### src/rtl/dsmod_n_pkg.sv
// Shared constants and helpers for the dsmod_n delta-sigma modulator.
// LFSR constants are only consumed when DSMOD_DITHER_EN is defined.
package dsmod_n_pkg;

    localparam logic [15:0] LFSR_SEED = 16'hACE1;
    // Right-shift Galois form of x^16+x^14+x^13+x^11+1
    localparam logic [15:0] LFSR_TAPS = 16'hB400;

    function automatic int sat(input int v, input int w);
        int lo;
        int hi;
        lo = -(1 << (w - 1));
        hi = (1 << (w - 1)) - 1;
        if (v > hi)      return hi;
        else if (v < lo) return lo;
        else             return v;
    endfunction

    function automatic logic [15:0] lfsr_next(input logic [15:0] s);
        return {1'b0, s[15:1]} ^ (s[0] ? LFSR_TAPS : 16'h0000);
    endfunction

endpackage

### src/rtl/dsmod_n_core.sv
// One modulator channel: sample hold register, saturating integrators i1/i2
// and the registered 1-bit output.
module dsmod_n_core
    import dsmod_n_pkg::*;
#(
    parameter int n     = 4,
    parameter int ORDER = 2
) (
    input  logic              clk,
    input  logic              clr,
    input  logic              tick,
    input  logic              load,
    input  logic [n-1:0]      in,
    input  logic signed [1:0] dither,
    output logic              out
);

    localparam int W1 = n + 2;
    localparam int W2 = n + 4;

    logic signed [n-1:0]  hold;
    logic signed [W1-1:0] i1;
    logic signed [W2-1:0] i2;

    int   x;
    int   fb;
    int   s1;
    int   s2;
    logic nout;

    // Sums are formed in int so the saturation sees the true value, never a wrapped one.
    always_comb begin
        x    = load ? int'($signed(in)) : int'(hold);
        fb   = out ? (1 << (n - 1)) : -(1 << (n - 1));
        s1   = sat(int'(i1) + x + int'(dither) - fb, W1);
        s2   = sat(int'(i2) + s1 - fb, W2);
        nout = (ORDER == 2) ? (s2 >= 0) : (s1 >= 0);
    end

    always_ff @(posedge clk) begin
        if (clr) begin
            hold <= '0;
            i1   <= '0;
            i2   <= '0;
            out  <= 1'b0;
        end else if (tick) begin
            if (load) hold <= in;
            i1  <= s1[W1-1:0];
            i2  <= (ORDER == 2) ? s2[W2-1:0] : '0;
            out <= nout;
        end
    end

endmodule

### src/rtl/dsmod_n.sv
// Multi-channel 1st/2nd order delta-sigma DAC modulator with divided tick and
// oversampled input strobe. Optional dither: define DSMOD_DITHER_EN.
module dsmod_n
    import dsmod_n_pkg::*;
#(
    parameter int n     = 4,
    parameter int CH    = 1,
    parameter int ORDER = 2,
    parameter int DIV   = 1,
    parameter int OSR   = 16
) (
    input  logic            clk,
    input  logic            clr,
    input  logic [CH*n-1:0] in,
    output logic            in_stb,
    output logic [CH-1:0]   out
);

    localparam int TW = (DIV > 1) ? $clog2(DIV) : 1;
    localparam int OW = (OSR > 1) ? $clog2(OSR) : 1;

    if (ORDER != 1 && ORDER != 2) begin : g_order_chk
        $error("dsmod_n: ORDER must be 1 or 2");
    end
    if (DIV < 1 || OSR < 1) begin : g_rate_chk
        $error("dsmod_n: DIV and OSR must be >= 1");
    end

    logic [TW-1:0] tick_cnt;
    logic [OW-1:0] osr_cnt;
    logic          tick;
    logic          load;

    assign tick   = (tick_cnt == TW'(DIV - 1));
    assign load   = tick && (osr_cnt == '0);
    assign in_stb = load && !clr;

    always_ff @(posedge clk) begin
        if (clr) begin
            tick_cnt <= '0;
            osr_cnt  <= '0;
        end else begin
            tick_cnt <= tick ? '0 : tick_cnt + 1'b1;
            if (tick) osr_cnt <= (osr_cnt == OW'(OSR - 1)) ? '0 : osr_cnt + 1'b1;
        end
    end

`ifdef DSMOD_DITHER_EN
    logic [15:0] lfsr;

    always_ff @(posedge clk) begin
        if (clr)       lfsr <= LFSR_SEED;
        else if (tick) lfsr <= lfsr_next(lfsr);
    end
`endif

    for (genvar c = 0; c < CH; c++) begin : g_ch
        logic signed [1:0] d;
`ifdef DSMOD_DITHER_EN
        assign d = lfsr[c % 16] ? 2'sb01 : 2'sb11;
`else
        assign d = 2'sb00;
`endif
        dsmod_n_core #(.n(n), .ORDER(ORDER)) u_core (
            .clk    (clk),
            .clr    (clr),
            .tick   (tick),
            .load   (load),
            .in     (in[c*n +: n]),
            .dither (d),
            .out    (out[c])
        );
    end

endmodule

### config.mk
export PLATFORM = sky130hd
export DESIGN_NAME = dsmod_n
export DESIGN_NICKNAME = d
export VERILOG_FILES = /design/src/rtl/dsmod_n_pkg.sv /design/src/rtl/dsmod_n_core.sv /design/src/rtl/dsmod_n.sv
export SDC_FILE = /design/constraint.sdc
export NUM_CORES = 1
export LEC_CHECK = 0
export ABC_AREA = 1
export BUFFER_PORTS_ARGS = -buffer_cell sky130_fd_sc_hd__buf_2
export CAP_MARGIN = 5
export CORE_ASPECT_RATIO = 0.75
export CORE_UTILIZATION = 66
export CTS_CLUSTER_SIZE = 20
export DETAILED_ROUTE_END_ITERATION = 12
export GPL_TIMING_DRIVEN = 0
export PLACE_DENSITY = 0.88
export SETUP_SLACK_MARGIN = 0.3
export SLEW_MARGIN = 30
export SYNTH_ARGS = -nofsm -noshare
export SYNTH_HDL_FRONTEND = slang
export SYNTH_HIERARCHICAL = 1
export SYNTH_SLANG_ARGS = --single-unit
### constraint.sdc
create_clock -name clk -period 10.2 [get_ports clk]
set_input_delay 1.53 -clock clk [delete_from_list [all_inputs] [get_ports clk]]
set_output_delay 1.53 -clock clk [all_outputs]
set_load 0.01 [all_outputs]
Word-level counts from Yosys, hierarchy flattened
Index checks and enable logic that the tools add are counted. W data, S select, Z words.

Register bits after elaboration: 24. Latch bits: 0. Memory bits (writable): 0. Memory bits (read-only): 0. Bits of input ports: 6. Memories: 0.

Add/subtract/negate cells: 6. Multipliers: 0. Divide/modulo/power cells: 0. Order comparisons: 5. Equality and inequality tests: 1. Shift-type cells: 0. Multiplexer cells: 7. Bitwise operators: 1. Reduce and logical (&&, ||, !) cells: 6.

Operators by type and width (count): $mux W32 (6); $sub A32 B32 Y32 (2); $add A6 B32 Y32 (1); $add A8 B32 Y32 (1); $ge A32 B1 Y1 const B (1); $gt A32 B6 Y1 const B (1); $gt A32 B8 Y1 const B (1); $lt A32 B6 Y1 const B (1); $lt A32 B8 Y1 const B (1); $add A4 B1 Y4 const B (1); $eq A4 B4 Y1 const B (1); $logic_not A4 Y1 (1); $mux W4 (1); $logic_and A1 B1 Y1 (2); $reduce_and A2 Y1 (1); $reduce_or A2 Y1 (1); $add A1 B1 Y1 const B (1); $logic_not A1 Y1 (1); $not A1 Y1 (1).

Longest topological paths before layout
Gate-level depths: netlist of the first run.

Depth in word-level cells: 14. Gate-level depth with buffers: 53.

By module
The synthesis of the first run kept the hierarchy.

Modules (own cells, without submodules): dsmod_n_core (instances 1, cells each 701, area an instance 4660.7 sq um, sequential area each 380.4 sq um); dsmod_n (instances 1, cells each 35, area an instance 266.5 sq um, sequential area each 100.1 sq um).

Worst setup path after synthesis of the first run
No wires, ideal clock.

Path type: register to register. Start point: reg g_ch[0].u_core.out. End point: reg g_ch[0].u_core.i2[5]. Library setup time: 112 ps. Data arrival time: 9102 ps. Required time: 10088 ps. Slack: 986 ps. Cell stages (with the launch flop): 36. Cells stage by stage: dfxtp_1 fa_1 fa_1 ha_1 a21oi_1 o21ai_0 fa_1 fa_1 inv_1 nor3_1 nand3_1 nor3_1 nand4_1 ha_1 inv_1 clkbuf_1 clkbuf_1 a21oi_1 fa_1 ha_1 clkbuf_1 nand2_1 o21ai_0 a21o_1 a21oi_1 o21ai_1 xnor2_1 nor4b_1 nand4_1 nand3b_1 ha_1 inv_1 o21ai_0 a21oi_1 o21ai_2 inv_1.

Cells in the longest elaborated chain, start to end: 10. Elaborated cells on any way between the ends: 12.

Ends and longest elaborated chain: from (decl) (line dsmod_n_core.sv:15) `output logic out`; from (signal assigned) (line dsmod_n_core.sv:50) `out <= nout;`; $mux W32 * (line dsmod_n_core.sv:34) `fb = out ? (1 << (n - 1)) : -(1 << (n - 1));`; $sub A32 B32 Y32 (line dsmod_n_core.sv:35) `s1 = sat(int'(i1) + x + int'(dither) - fb, W1);`; $lt A32 B6 Y1 (line dsmod_n_pkg.sv:15) `else if (v < lo) return lo;`; $mux W32 (line dsmod_n_pkg.sv:15); $mux W32 (line dsmod_n_pkg.sv:14) `if (v > hi) return hi;`; $add A8 B32 Y32 (line dsmod_n_core.sv:36) `s2 = sat(int'(i2) + s1 - fb, W2);`; $sub A32 B32 Y32 * (line dsmod_n_core.sv:36); $lt A32 B8 Y1 (line dsmod_n_pkg.sv:15); $mux W32 (line dsmod_n_pkg.sv:15); $mux W32 * (line dsmod_n_pkg.sv:14); to (signal assigned) (line dsmod_n_core.sv:49) `i2 <= (ORDER == 2) ? s2[W2-1:0] : '0;`; to (decl) (line dsmod_n_core.sv:23) `logic signed [W2-1:0] i2;`.

Mark *: on every way between the ends. The rest lies on a longest branch, timed or not. A chain may end at the register's enable or synchronous reset.

Final worst setup path of the first run
Start point: in in[3]. End point: reg g_ch[0].u_core.i2[7].

Cells in the longest elaborated chain, start to end: 11. Elaborated cells on any way between the ends: 13.

Ends and longest elaborated chain: from (decl) (line dsmod_n.sv:14) `input logic [CH*n-1:0] in,`; $mux W32 * (line dsmod_n_core.sv:33) `x = load ? int'($signed(in)) : int'(hold);`; $add A6 B32 Y32 * (line dsmod_n_core.sv:35); $sub A32 B32 Y32 * (line dsmod_n_core.sv:35); $lt A32 B6 Y1 (line dsmod_n_pkg.sv:15); $mux W32 (line dsmod_n_pkg.sv:15); $mux W32 * (line dsmod_n_pkg.sv:14); $add A8 B32 Y32 * (line dsmod_n_core.sv:36); $sub A32 B32 Y32 * (line dsmod_n_core.sv:36); $lt A32 B8 Y1 (line dsmod_n_pkg.sv:15); $mux W32 (line dsmod_n_pkg.sv:15); $mux W32 * (line dsmod_n_pkg.sv:14).

Marked as above.

==> qor.txt, run 1 <==
FINAL LAYOUT
----------------------------------------------------------------------------------
Number of fillers in the final layout                                          562
Area of the multi-input gates                                           3960 sq um
Most common cell after layout, fill and taps aside                         nand2_1
Diodes inserted                                                                  0
Signed area change from the synthesized netlist to the final layout          6.68%
Cell Count, Final, Fillers Out                                                 854
Commonest cells after routing, fill and taps aside                    137 x nand2_1, 127 x inv_1, 73 x nor2_1
Share of cells above drive strength 1                                        0.104
Final net count                                                                855
Share of the core filled with cells                                          0.748
Sequential cell area                                                     483 sq um

WORST SETUP PATH
----------------------------------------------------------------------------------
Crit Reg-Reg Startpoint                                                 osr_cnt[0]
Required time of the critical path                                        10.40 ns
Largest fanout on the critical path                                             10
Reg-to-reg endpoint                                                   g_ch[0].u_core/i2[7]
Combined buffer and inverter count along the critical path                       8
Slack of the worst reg-to-reg path                                         0.85 ns
Length in cells of the worst reg-to-reg path                                    46
Critical Path AT                                                           9.76 ns
Worst path depth                                                                43
Maximum cell stage delay along the critical path                           0.54 ns
Largest delay contributor family on the critical path                  adder cells
Classification of the worst setup path                                   in -> reg
Master of the slowest instance on the critical path                           fa_2
CP startpoint kind                                                       input pin
Endpoint class of the critical path                                      flip-flop

FLOORPLANNING
----------------------------------------------------------------------------------
Floorplan die width                                                    102 microns
Die area                                                                7820 sq um
FP Rows                                                                         26
Total I/O pin count                                                              8
Vert. Die Dim                                                         76.8 microns
Starting Density                                                             0.701
Floorplan core area                                                     7030 sq um

CLOCK TREE
----------------------------------------------------------------------------------
Root Buffer Master                                                        clkbuf_8
CTS clock-pin slew for the worst setup and hold paths                      0.09 ns
Clock tree from TritonCTS                                                    built
TritonCTS buffer count                                                           3
Max Buffers Root-to-Sink                                                         2
# H-tree levels                                                                  1
Later-pin clock latency in the skew report                                 0.27 ns
Clock net sink count                                                            24

FLOW RUN
----------------------------------------------------------------------------------
Maximum Capacitance Violations                                                   0

STA
----------------------------------------------------------------------------------
Number of max-slew violations in the final report                                0
Slew at the pin closest to its max-slew limit                             0.774 ns
Final number of setup-violating endpoints                                        0
Unrepaired setup endpoints after global routing                              false
Total Negative Setup Slacks                                                   0 ns
Maximum achievable frequency                                               105 MHz
Final Hold Fails                                                                 0
Final period util                                                            0.938
Worst relative slew slack                                                    0.484
Final critical path time including I/O delays and setup                    9.56 ns
Worst clock skew                                                        0.00712 ns

SYNTHESIS
----------------------------------------------------------------------------------
Number of synthesized flops with an enable pin                                   0
Fraction of registers with async set or reset after synthesis                    0
Fraction of the mapped netlist area in compound gates                        0.172
Dominant combinational cell family by area after synthesis             adder cells
Fraction of the yosys area taken by sequential cells                        0.0975
Count of yosys warnings during synthesis                                         6
Average cell area after synthesis                                       6.69 sq um
Adder and majority gate portion of the synthesized area                      0.301
Post-synth cell types                                                           44
Most frequently used flop master after synthesis                           dfxtp_1
Post-Synthesis Cell Area                                                4930 sq um
Simple logic cell fraction of the synthesized area                           0.286
Mapped Cells                                                                   736
Flip-flop and latch count after synthesis                                       24
Mux cell area share after synthesis                                              0
Xor and xnor area share after synthesis                                     0.0317

DRT
----------------------------------------------------------------------------------
Count of nets left with antenna violations after detail routing                  0
Initial drt markers                                                            472
Average vias per placed instance                                              5.99
Detailed-route via count                                                     5,118
Detailed Route WL                                                     13,800 microns
Routed len/inst                                                       16.1 microns
Number of remaining DRC errors                                                   0
First-pass DRT Iterations                                                        5

MIN PATH
----------------------------------------------------------------------------------
HP Class                                                                reg -> reg
Cell depth of the worst hold path                                                2
Hold endpoint                                                         g_ch[0].u_core/hold[0]
Hold path start                                                       g_ch[0].u_core/hold[0]

PLACEMENT
----------------------------------------------------------------------------------
Routability congestion estimate                                               1.05
Final HPWL DP                                                         11,300 microns
Inst Count DP                                                                  847
Number of buffers inserted by port buffering                                     7

GLOBAL ROUTING
----------------------------------------------------------------------------------
Initial antenna violation count                                                  0
Global-route wire length before repair                                22,400 microns
Global route total overflow                                                      0
Total Routing Usage GR                                                       0.367
Pin count of the biggest net entering global routing                            24
Vias in the first global route                                               4,779

OUTCOME
----------------------------------------------------------------------------------
Outcome                                                               finished, final reports clean

## metrics by stage
stage / setup slack [ns] / cell area (sq um) / hold slack, ns
final: 0.637 / 5260 / 0.477
after global routing: 0.275 / 5260 / 0.500
after CTS: 0.406 / 5200 / 0.478
after detailed placement: -0.392 / 5130 / 0.464
after global placement: -0.297 / 5100 / 0.433
after floorplan: 0.986 / 4950 / 0.424
## worst max path at each step
| stage | from | end | slack [ns] |
|---|---|---|---|
| final | in[3] | g_ch[0].u_core/i2[7] | 0.64 |
| after global routing | in[3] | g_ch[0].u_core/i2[5] | 0.28 |
| after CTS | in[3] | g_ch[0].u_core/i2[4] | 0.41 |
| after detailed placement | in[3] | g_ch[0].u_core/i2[5] | -0.39 |
| after global placement | g_ch[0].u_core/out | g_ch[0].u_core/i2[5] | -0.30 |
| after floorplan | g_ch[0].u_core/out | g_ch[0].u_core/i2[5] | 0.99 |
## flip-flops by register name, indices dropped and copies added (netlist names)
| signal | count |
|---|---|
| g_ch.u_core/i1 | 6 |
| g_ch.u_core/out | 1 |
| osr_cnt | 4 |
| g_ch.u_core/i2 | 8 |
| g_ch.u_core/hold | 4 |
| tick_cnt | 1 |
## layout make-up
class | count | area share
Multi-Input combinational cell | 573 | 0.753
Inverter | 132 | 0.0943
Sequential cell | 24 | 0.0919
Tap cell | 98 | 0.0233
Timing Repair Buffer | 11 | 0.0148
Buffer | 12 | 0.0121
Clock buffer | 4 | 0.0105
## metal layers
metal,part of all wire,track usage,vias to the layer above
met5,0,0,-
met4,0.011,0.0478,0
met3,0.13,0.0957,24
met2,0.43,0.566,309
met1,0.42,0.524,2368
li1,-,-,2417
## synth_stat cells, drive strengths merged, types with 2 or more instances
cell / instances / area [sq um]
clkbuf: 7 / 26.3
and3: 3 / 18.8
a31oi: 5 / 31.3
fa: 44 / 881
o21ai: 46 / 253
or2: 2 / 12.5
a221oi: 3 / 26.3
ha: 48 / 601
o21a: 7 / 52.6
inv: 132 / 495
nor2: 77 / 304
nand3b: 9 / 67.6
nand3: 36 / 208
nand2: 156 / 638
a21oi: 75 / 375
nor3: 9 / 45.0
o211ai: 6 / 45.0
a21o: 3 / 22.5
nand4: 13 / 87.6
xnor2: 4 / 42.6
nor4: 3 / 18.8
dfxtp: 24 / 480
buf: 5 / 28.8
xor2: 13 / 114
## kinds of logic (layout without fill, tap and decap cells)
kind of cell	count (synthesis)	after routing
and+or+nand+nor	309	309
AOI/OAI and AO/OA	149	149
buffers and inverters	144	159
adders and majority gates	92	92
DFF	24	24
xor gates and xnor gates	17	17
other	1	6
## tightest hold or removal path, delay by kind of cell, from the launching register on
| kind | cells | cell delay (ns) |
|---|---|---|
| compound gates | 1 | 0.06 |
| buf+inv | 1 | 0.06 |
| flops | 1 | 0.31 |
## repair_timing
item | CTS | global route
pin swaps | 1 | 1
hold endpoints to repair | 0 | 0
hold buffers | 0 | 0
gates resized for setup | 3 | 20
gates cloned | 0 | 0
endpoints found under the setup margin | 8 | 9
setup buffers | 2 | 1
Power of run 1 is not shown: default switching activity piles up to over one toggle a cycle in this logic, so the estimate is an artifact.
==> run 2: changes to the inputs <==
--- a/config.mk
+++ b/config.mk
@@ -6,12 +6,13 @@
 export NUM_CORES = 1
 export LEC_CHECK = 0
 export ABC_AREA = 1
-export BUFFER_PORTS_ARGS = -buffer_cell sky130_fd_sc_hd__buf_2
 export CAP_MARGIN = 5
 export CORE_ASPECT_RATIO = 0.75
-export CORE_UTILIZATION = 66
+export CORE_MARGIN = 8
+export CORE_UTILIZATION = 67
 export CTS_CLUSTER_SIZE = 20
 export DETAILED_ROUTE_END_ITERATION = 12
+export DONT_BUFFER_PORTS = 1
 export GPL_TIMING_DRIVEN = 0
 export PLACE_DENSITY = 0.88
 export SETUP_SLACK_MARGIN = 0.3
==> qor.txt, run 2 (synthesized netlist as in run 1, its figures left out) <==
OUTCOME
----------------------------------------------------------------------------------
Outcome                                                               finished, final reports clean

DRT
----------------------------------------------------------------------------------
Detailed Route WL                                                     13,500 microns   -2.4%
Initial drt markers                                                            604   +28%
Number of remaining DRC errors                                                   0   unchanged
Average vias per placed instance                                              5.86   -2.2%
First-pass DRT Iterations                                                        5   unchanged
Routed len/inst                                                       15.8 microns   -1.8%
Count of nets left with antenna violations after detail routing                  0   unchanged
Detailed-route via count                                                     4,974   -2.8%

PLACEMENT
----------------------------------------------------------------------------------
Worst setup slack after placement                                        -0.482 ns   -0.0901 ns
Post-detailed-placement cell area                                       5090 sq um   -0.61%
Number of buffers inserted by port buffering                                     0   -7
Final HPWL DP                                                         11,100 microns   -1.5%
Routability congestion estimate                                              0.978   -7.0%

WORST SETUP PATH
----------------------------------------------------------------------------------
Most Frequent Cell on Critical Path                                          inv_1
Classification of the worst setup path                                   in -> reg
Endpoint class of the critical path                                      flip-flop
Master of the slowest instance on the critical path                           fa_1
Required time of the critical path                                        10.37 ns   -0.03 ns
Largest fanout on the critical path                                              6   -4
Largest delay contributor family on the critical path                  adder cells
Maximum cell stage delay along the critical path                           0.50 ns   -0.04 ns
Critical Path AT                                                           9.63 ns   -0.13 ns
CP startpoint kind                                                       input pin
Combined buffer and inverter count along the critical path                       7   -1

STA
----------------------------------------------------------------------------------
Slew at the pin closest to its max-slew limit                             0.749 ns   -0.0258 ns
Worst-case setup margin in the final layout                               0.741 ns   +0.104 ns
Final critical path time including I/O delays and setup                    9.46 ns   -0.104 ns
Total Negative Setup Slacks                                                   0 ns   unchanged
Final period util                                                            0.927   -0.0102
Maximum achievable frequency                                               106 MHz   +1.1%
Worst relative slew slack                                                    0.501   +0.0172
Worst clock skew                                                        0.00214 ns   -0.00498 ns
Final Hold Fails                                                                 0   unchanged
Final number of setup-violating endpoints                                        0   unchanged
Number of max-slew violations in the final report                                0   unchanged
Unrepaired setup endpoints after global routing                              false

FINAL LAYOUT
----------------------------------------------------------------------------------
Most common cell after layout, fill and taps aside                         nand2_1
Commonest cells after routing, fill and taps aside                    137 x nand2_1, 127 x inv_1, 74 x a21oi_1
Diodes inserted                                                                  0   unchanged
Sequential cell area                                                     483 sq um   unchanged
Register with the highest flop count                                  g_ch.u_core/i2
Final net count                                                                847   -0.94%
Post-route design area                                                  5220 sq um   -0.74%
Area of the multi-input gates                                           3940 sq um   -0.44%
Signed area change from the synthesized netlist to the final layout          5.89%
Registers with the most flip-flops                                    g_ch.u_core/i2 (8), g_ch.u_core/i1 (6)
Number of fillers in the final layout                                          601   +6.9%
Max reg flops                                                                    8   unchanged
Share of cells above drive strength 1                                       0.0882   -0.0163
Share of the core filled with cells                                          0.722   -0.0263

GLOBAL ROUTING
----------------------------------------------------------------------------------
Total Routing Usage GR                                                       0.262   -0.104
Vias in the first global route                                               4,588   -4.0%
Met1 track utilization from global routing                                   0.393   -0.130
Initial antenna violation count                                                  0   unchanged
Global Route met2 Usage                                                      0.391   -0.175
Global route total overflow                                                      0   unchanged
Global-route track usage on met3                                            0.0454   -0.0503
Layer with the highest usage after global routing                             met1
Pin count of the biggest net entering global routing                            24   unchanged
Global-route wire length before repair                                22,200 microns   -1.0%

CLOCK TREE
----------------------------------------------------------------------------------
CTS clock-pin slew for the worst setup and hold paths                      0.08 ns   about the same
Number of hold buffers added after CTS                                           0   unchanged
# H-tree levels                                                                  1   unchanged
Later-pin clock latency in the skew report                                 0.27 ns   about the same
Max Buffers Root-to-Sink                                                         2   unchanged
Clock net sink count                                                            24   unchanged
TritonCTS buffer count                                                           3   unchanged
Clock tree from TritonCTS                                                    built
Root Buffer Master                                                        clkbuf_8

FLOORPLANNING
----------------------------------------------------------------------------------
Die area                                                              10,400 sq um   +33%
Total I/O pin count                                                              8   unchanged
FP Rows                                                                         27   +3.8%
Floorplan core area                                                     7230 sq um   +2.9%
Vert. Die Dim                                                         90.3 microns   +17%
Starting Density                                                             0.682   -0.0197
Floorplan die width                                                    115 microns   +13%

MIN PATH
----------------------------------------------------------------------------------
HP Class                                                                reg -> reg

FLOW RUN
----------------------------------------------------------------------------------
Maximum Capacitance Violations                                                   0   unchanged

[run 2: cell types whose count changed in the layout (fill, tap and decap cells not counted), moves of 2 or more]
cell and delta:
a21oi_1 +5, buf_2 -7, a21oi_2 -5, ha_1 +2
ha_2 -2
[run 2: path summary, 6_finish.rpt]
| path | startpoint | endpoint | slack (ns) | cells past startpoint |
|---|---|---|---|---|
| setup / recovery | in[3] | g_ch[0].u_core/i2[3] | 0.74 | 39 |
| hold reg to reg | g_ch[0].u_core/hold[1] | g_ch[0].u_core/hold[1] | 0.46 | 2 |
| setup reg to reg | osr_cnt[0] | g_ch[0].u_core/i2[3] | 0.93 | 42 |
| hold / removal | g_ch[0].u_core/hold[1] | g_ch[0].u_core/hold[1] | 0.46 | 2 |
[run 2: area by class of cell]
class,instances,area share
Buffer,12,0.0125
Clock buffer,3,0.00791
Clock inverter,1,0.00576
Inverter,132,0.0950
Multi-Input combinational cell,573,0.755
Sequential cell,24,0.0926
Tap cell,101,0.0242
Timing Repair Buffer,3,0.00671
[run 2: per-stage QoR]
step | instances | hold slack, ns
finish | 849 | 0.462
global route | 849 | 0.489
CTS | 849 | 0.462
detailed placement | 843 | 0.450
global placement | 842 | 0.432
floorplan | 741 | 0.424
[run 2: timing repair]
action / 4_1_cts / 5_1_grt
setup buffers: 2 / 0
pin swaps: 1 / 0
gates resized for setup: 4 / 16
setup endpoints to repair: 9 / 9
gates cloned: 0 / 0
[run 2: worst min-delay path: stages, from the launching register on]
cell and delay [ns]:
dfxtp_1 0.30, inv_1 0.06, a21oi_1 0.06
[run 2: per-layer routing]
layer  up-vias  routed length [microns]
met5         -                        0
met4         0                       90
met3        13                     1530
met2       264                     5730
met1      2290                     6100
li1       2407                        -
Power of run 2 is left out for the same reason.
